## config.mk

```make
export PLATFORM = sky130hd
export DESIGN_NAME = mips_debug_dumper
export DESIGN_NICKNAME = d
export VERILOG_FILES = /design/src/rtl/mips_debug_dumper.sv
export SDC_FILE = /design/constraint.sdc
export NUM_CORES = 1
export LEC_CHECK = 0
export BUFFER_PORTS_ARGS = -buffer_cell sky130_fd_sc_hd__buf_2
export CAP_MARGIN = 20
export CORE_MARGIN = 2
export CORE_UTILIZATION = 54
export CTS_CLUSTER_DIAMETER = 30
export DETAILED_ROUTE_END_ITERATION = 10
export GPL_TIMING_DRIVEN = 0
export PLACE_DENSITY = 0.9
export SYNTH_ARGS = -nofsm -noshare
export SYNTH_HDL_FRONTEND = slang
export SYNTH_SLANG_ARGS = --single-unit
```

## constraint.sdc

```tcl
create_clock -name clk -period 2.6 [get_ports clk]
set_input_delay 0 -clock clk [delete_from_list [all_inputs] [get_ports clk]]
set_output_delay 0 -clock clk [all_outputs]
set_load 0.05 [all_outputs]
```

## src/rtl/mips_debug_dumper.sv

```systemverilog
// mips_debug_dumper: after a halt edge, streams HEADER, PC, cycles and R0..R(N_REGS-1) (MSB byte first) to a UART byte interface.
// Optional macro DUMP_CHECKSUM_EN appends one XOR checksum byte over the payload.
module mips_debug_dumper #(
  parameter int         LEN         = 32,
  parameter int         NB_REG_ADDR = 5,
  parameter int         N_REGS      = 32,
  parameter logic [7:0] HEADER      = 8'hA5
) (
  input  logic                   clk,
  input  logic                   reset,
  input  logic                   i_halt,
  input  logic [LEN-1:0]         i_pc,
  input  logic [LEN-1:0]         i_cycles,
  output logic [NB_REG_ADDR-1:0] o_reg_addr,
  input  logic [LEN-1:0]         i_reg_data,
  output logic [7:0]             o_tx_data,
  output logic                   o_tx_valid,
  input  logic                   i_tx_ready,
  output logic                   o_busy,
  output logic                   o_dump_done
);
  localparam int NB = LEN / 8;
  localparam int BW = NB > 1 ? $clog2(NB) : 1;
  localparam int WW = $clog2(N_REGS + 3);
  typedef enum logic [2:0] {IDLE, SEND, FETCH, LOAD, DONE} state_t;
  state_t         state_q;
  logic           halt_q, arm_q, hdr_q;
  logic [BW-1:0]  byte_q;
  logic [WW-1:0]  word_q;
  logic [LEN-1:0] sh_q, cyc_q, nxt_sh;
  logic           xfer, last_byte, trig;
  assign xfer      = o_tx_valid && i_tx_ready;
  assign last_byte = byte_q == BW'(NB - 1);
  assign nxt_sh    = sh_q << 8;
  // arm_q blocks a trigger until i_halt has been seen low since reset
  assign trig      = i_halt && !halt_q && arm_q;
`ifdef DUMP_CHECKSUM_EN
  logic [7:0] csum_q;
  always_ff @(posedge clk)
    if (reset || state_q == IDLE) csum_q <= '0;
    else if (xfer && !hdr_q) csum_q <= csum_q ^ o_tx_data;
`endif
  always_ff @(posedge clk) begin
    if (reset) begin
      state_q     <= IDLE;
      halt_q      <= 1'b0;
      arm_q       <= 1'b0;
      hdr_q       <= 1'b0;
      byte_q      <= '0;
      word_q      <= '0;
      sh_q        <= '0;
      cyc_q       <= '0;
      o_tx_data   <= '0;
      o_tx_valid  <= 1'b0;
      o_reg_addr  <= '0;
      o_busy      <= 1'b0;
      o_dump_done <= 1'b0;
    end else begin
      halt_q <= i_halt;
      arm_q  <= arm_q | ~i_halt;
      case (state_q)
        IDLE: if (trig) begin
          sh_q       <= i_pc;
          cyc_q      <= i_cycles;
          hdr_q      <= 1'b1;
          byte_q     <= '0;
          word_q     <= '0;
          o_tx_data  <= HEADER;
          o_tx_valid <= 1'b1;
          o_busy     <= 1'b1;
          state_q    <= SEND;
        end
        SEND: if (xfer) begin
          hdr_q <= 1'b0;
          if (hdr_q) o_tx_data <= sh_q[LEN-1 -: 8];
          else if (!last_byte) begin
            sh_q      <= nxt_sh;
            o_tx_data <= nxt_sh[LEN-1 -: 8];
            byte_q    <= byte_q + BW'(1);
          end else begin
            byte_q <= '0;
            if (word_q == '0) begin
              word_q    <= WW'(1);
              sh_q      <= cyc_q;
              o_tx_data <= cyc_q[LEN-1 -: 8];
            end else if (word_q < WW'(N_REGS + 1)) begin
              word_q     <= word_q + WW'(1);
              o_reg_addr <= NB_REG_ADDR'(word_q - WW'(1));
              o_tx_valid <= 1'b0;
              state_q    <= FETCH;
            end
`ifdef DUMP_CHECKSUM_EN
            // checksum rides as a one-byte word; byte_q=last makes its acceptance finish the frame
            else if (word_q == WW'(N_REGS + 1)) begin
              word_q    <= word_q + WW'(1);
              byte_q    <= BW'(NB - 1);
              o_tx_data <= csum_q ^ o_tx_data;
            end
`endif
            else begin
              o_tx_valid  <= 1'b0;
              o_busy      <= 1'b0;
              o_dump_done <= 1'b1;
              state_q     <= DONE;
            end
          end
        end
        FETCH: state_q <= LOAD;
        LOAD: begin
          sh_q       <= i_reg_data;
          o_tx_data  <= i_reg_data[LEN-1 -: 8];
          o_tx_valid <= 1'b1;
          state_q    <= SEND;
        end
        DONE: begin
          o_dump_done <= 1'b0;
          state_q     <= IDLE;
        end
        default: state_q <= IDLE;
      endcase
    end
  end
endmodule

```

Word level (Yosys, flattened, before mapping)
Index checks and enable logic that the tools add are counted.
Word-level totals
  register bits: 94
  bits of input ports: 100
  logic and storage cells: 106
  output and inout port bits: 16
Operators by class
  add/sub/neg operators: 3
  muxes and demuxes: 51
  equality and inequality tests: 14
  bitwise gates (word level): 4
  order comparisons: 1
  reductions and logical operators: 20
Operators with widths (number)
  $mux W32: 5
  $pmux W32 S3: 1
  $mux W8: 5
  $mux W6: 6
  $pmux W8 S3: 1
  $reduce_and A6 Y1: 4
  $mux W3: 6
  $mux W1: 16
  $ne A2 B2 Y1 const B: 6
  $pmux W3 S4: 1
  $pmux W6 S2: 1
  $reduce_and A5 Y1: 2
  $mux W2: 4
  $reduce_and A4 Y1: 2
  $reduce_and A7 Y1: 1
  $add A6 B1 Y6 const B: 1
  $eq A3 B2 Y1 const B: 2
  $logic_not A6 Y1: 1
  $lt A6 B6 Y1 const B: 1
  $ne A3 B3 Y1 const B: 2
  $pmux W1 S2: 3
  $sub A5 B1 Y5 const B: 1
  $ne A4 B4 Y1 const B: 1
  $pmux W2 S2: 1
  other kinds (14): 19

Logic depth before layout (Yosys ltp)
  depth after elaboration: 7
  gate-level depth with buffers: 10
  mapped depth without buffers: 7

Worst setup path before layout
Ideal clock, no wire load.
  path kind: flip-flop to flip-flop
  from: reg o_tx_valid
  to: reg word_q[5]
  setup slack: 0.491 ns
  arrival time: 2.039 ns
  clock period less this slack: 2.109 ns
  cell stages (with the launch flop): 6
  data required time: 2.530 ns
  setup time: 0.070 ns
  path buffers: 0
  path through: dfxtp_1 > a21bo_2 > o2111ai_2 > or2_2 > or4_1 > a21oi_1
Between the ends
  longest elaborated chain between the ends: 3
Ends and longest elaborated chain
  from (decl): line 17  | output logic o_tx_valid,
  from (signal assigned): line 54  | o_tx_valid <= 1'b0;
  from (signal assigned): line 69  | o_tx_valid <= 1'b1;
  from (signal assigned): line 89  | o_tx_valid <= 1'b0;
  $logic_and A1 B1 Y1: line 32  | assign xfer = o_tx_valid && i_tx_ready;
  $ne A2 B2 Y1 (no source line)
  $reduce_and A6 Y1 (no source line)
  to (signal assigned): line 87  | word_q <= word_q + WW'(1);
  to (decl): line 29  | logic [WW-1:0] word_q;
Every way passes these cells.
A chain may end at the register's enable or synchronous reset.

Worst setup path after layout
  from: reg word_q[0]
  to: reg sh_q[17]
Between the ends
  longest elaborated chain between the ends: 3
Ends and longest elaborated chain
  $logic_not A6 Y1: line 82  | if (word_q == '0) begin
  $ne A3 B3 Y1 (no source line)
  $reduce_and A5 Y1 (no source line)
  to (signal assigned): line 77  | sh_q <= nxt_sh;
  to (signal assigned): line 84  | sh_q <= cyc_q;
  to (signal assigned): line 110  | sh_q <= i_reg_data;
  to (decl): line 30  | logic [LEN-1:0] sh_q, cyc_q, nxt_sh;
Every way passes these cells.

==> results.tsv <==
metric	value	unit
Rel. slew slack	0.5057	
vias	5515	
CP startpoint	word_q[0]	
period utilization	0.9437	
clock share of power	0.186	
post-synth top area share	0.3938	
fraction of layout cells with a size suffix above 1	0.2247	
Wirelength per Cell	17.63	microns
clock skew	13.59	ps
worst vdd ir	0.4400	mV
Leak Pwr	0.002440	uW
Req. time, crit path	2870	ps
first-pass GRT wire length	25.48	mm
All-Layer GR Usage	0.3305	
vias in the first global route	5364	
Die Span X	98.07	microns
status	complete, no violations	
most frequent cells in the layout	nand2_1 (150), buf_2 (122), dfxtp_1 (94)	
Fin Setup TNS	0	ps
Worst-Skew Late Latency	370	ps
r2r setup slk	150	ps
Syn. warnings	0	
I/O pins	116	
CTS root buf	clkbuf_8	
internal cell power	2837	uW
Final ANT Viol Nets	0	
Worst Hold Path EP	o_tx_data[7]	
post-synthesis sequential element count	94	
Total Wirelength	16.18	mm
Post-synth ARST share	0	
post-synth cell types	46	
CTS sink cnt	94	
CTS tree	built	
startpoint type of the worst setup path	register	
vias per inst	6.008	
Port Buffers	115	
row cnt	34	
final setup vio count	0	
RSZ-0062 raised after global routing	false	
number of diodes	0	
Slew Limit Fails	0	
Worst Tran Pin Value	741.4	ps
Reg clk slew, reported paths	100	ps
Peak Freq	407.5	MHz
HP Start	i_reg_data[31]	
# DRC	0	
Net Switching	2032	uW
largest net degree at the start of global routing	17	
initial antenna violation count	0	
synthesized instance count	614	
hold crit path type	input port to register	
worst reg-to-reg path cell count	10	
commonest non-fill, non-tap cell in the layout	nand2_1	
Cell Area, Synth	0.004778	sq mm
PD cells	768.0	mW/mm^2
Syn Area/Cell	7.782	sq um
post-layout util	0.7341	
main area contributors after synthesis	dfxtp_1 (39%), nand2_1 (12%), a21oi_1 (7.6%), a311oi_2 (5.7%), mux2i_1 (5.4%)	
Final #Nets	908	
Initial DRC Count	569	
fin crit period	2454	ps
Post-CTS Setup Inserts	0	
Max clock buf depth	2	
chip height	98.07	microns
H-tree lvl count	3	
Main synth FF type	dfxtp_1	
Worst setup EP type	register	
hold path cells	3	
Combinational Power Share	0.432	
Seq pwr share	0.382	
CTS Buf Count	9	
sequential element share of the synthesized area	0.3938	
Die Area	0.009617	sq mm
Core Area	0.008636	sq mm
Initial Util	0.5533	
worst r2r src	word_q[0]	
Power Total	4869	uW
GPL Wtd Cong	0.9454	
critical path type	register to register	
WP data arrival	2720	ps
Final HPWL DP	10.63	mm
Area Overhead vs Synth	32.68	%
total gr overflow	0	
FF-to-FF End	sh_q[17]	
cell type with the largest total area after synthesis	dfxtp_1	
worst-path maximum fanout	10	
DR pass1 iterations	7	
Post-synth EDFFs	0	
Max-Cap Viols	0	
syn_nets	717	
count of final hold-check violations	0	
Net Sw Frac	0.4174	
==> routing by layer <==
layer  vias up  part of all wire  GRT usage
met5         -                 0          0
met2       354              0.49     0.5685
met1      2569              0.38     0.3977
met3        69             0.086    0.04939
met4         0             0.044     0.1763
li1       2523                 -          -
==> worst max-delay path, cell delays in order (launching register included) <==
cell      delay [ps]
dfxtp_1          390
inv_1             80
ha_1             220
or4b_1           430
buf_2            180
o21ai_4          180
o211a_1          170
buf_4            150
buf_6            150
nor2_1            80
a311oi_2         320
==> cell families (layout without fill, tap and decap cells) <==
kind of cell             Yosys count  count (layout)  synth area share
multiplexers                      34              34           0.07332
adder cells (fa/ha/maj)            3               3          0.007856
flip-flops                        94              94            0.3938
AND/OR/NAND/NOR                  250             250            0.2197
XOR/XNOR                           2               2          0.003667
buffers and inverters             61             257           0.05787
AO/OA/AOI/OAI                    170             170            0.2438
==> area by class of cell <==
class	count	area, sq um
Sequential cell	94	1882
Multi-Input combinational cell	459	2645
Clock inverter	7	47.55
Fill cell	631	2296
Tap cell	108	135.1
Timing Repair Buffer	180	1226
Buffer	53	250.2
Clock buffer	9	123.9
Inverter	8	30.03
==> registers in the layout, summed over array words and instances, names as in the netlist <==
signal       flops
arm_q            1
byte_q           2
cyc_q           32
halt_q           1
hdr_q            1
o_busy           1
o_dump_done      1
o_reg_addr       5
o_tx_data        8
o_tx_valid       1
sh_q            32
state_q          3
word_q           6
==> through the flow <==
step	worst slack (ps)	hold WS [ps]	std cells	cell area, sq um
floorplan	491.0	91.78	614	4778
global placement	173.9	213.6	837	5489
detailed placement	58.78	219.5	837	5489
CTS	48.50	39.72	918	6311
global route	11.53	26.48	918	6340
finish	146.3	12.75	918	6340
==> cells in the mapped netlist, types with 4 or more instances <==
library cell and instances:
nand2_1 150, dfxtp_1 94, a21oi_1 73, nor2_1 52
o21ai_0 40, clkbuf_1 35, mux2i_1 26, a311oi_2 18
nor3_1 12, a211oi_1 11, o211ai_1 9, buf_2 8
inv_1 8, mux2_2 8, nand3_1 8, nand2b_1 7
nor2b_1 7, a2111oi_0 4, buf_4 4
==> power by group through the flow <==
stage | Clock (uW) | Combinational [uW] | Sequential [uW]
floorplan | 0 | 1340 | 1930
global placement | 0 | 1850 | 1860
detailed placement | 0 | 1910 | 1870
CTS | 888 | 1990 | 1840
global route | 954 | 2280 | 1870
finish | 906 | 2100 | 1860
==> worst max-delay path by stage <==
stage	end	slack, ps
after floorplan	word_q[5]	490
after global placement	o_tx_data[0]	170
after detailed placement	o_tx_data[0]	60
after CTS	o_tx_data[0]	50
after global routing	sh_q[28]	10
final	sh_q[17]	150
==> repair_timing <==
action | CTS | global route
setup endpoints to repair | 0 | 16
resized for setup | 0 | 9
hold buffers | 65 | 0
hold endpoints to repair | 66 | 0
(Power assumes the default switching activity.)
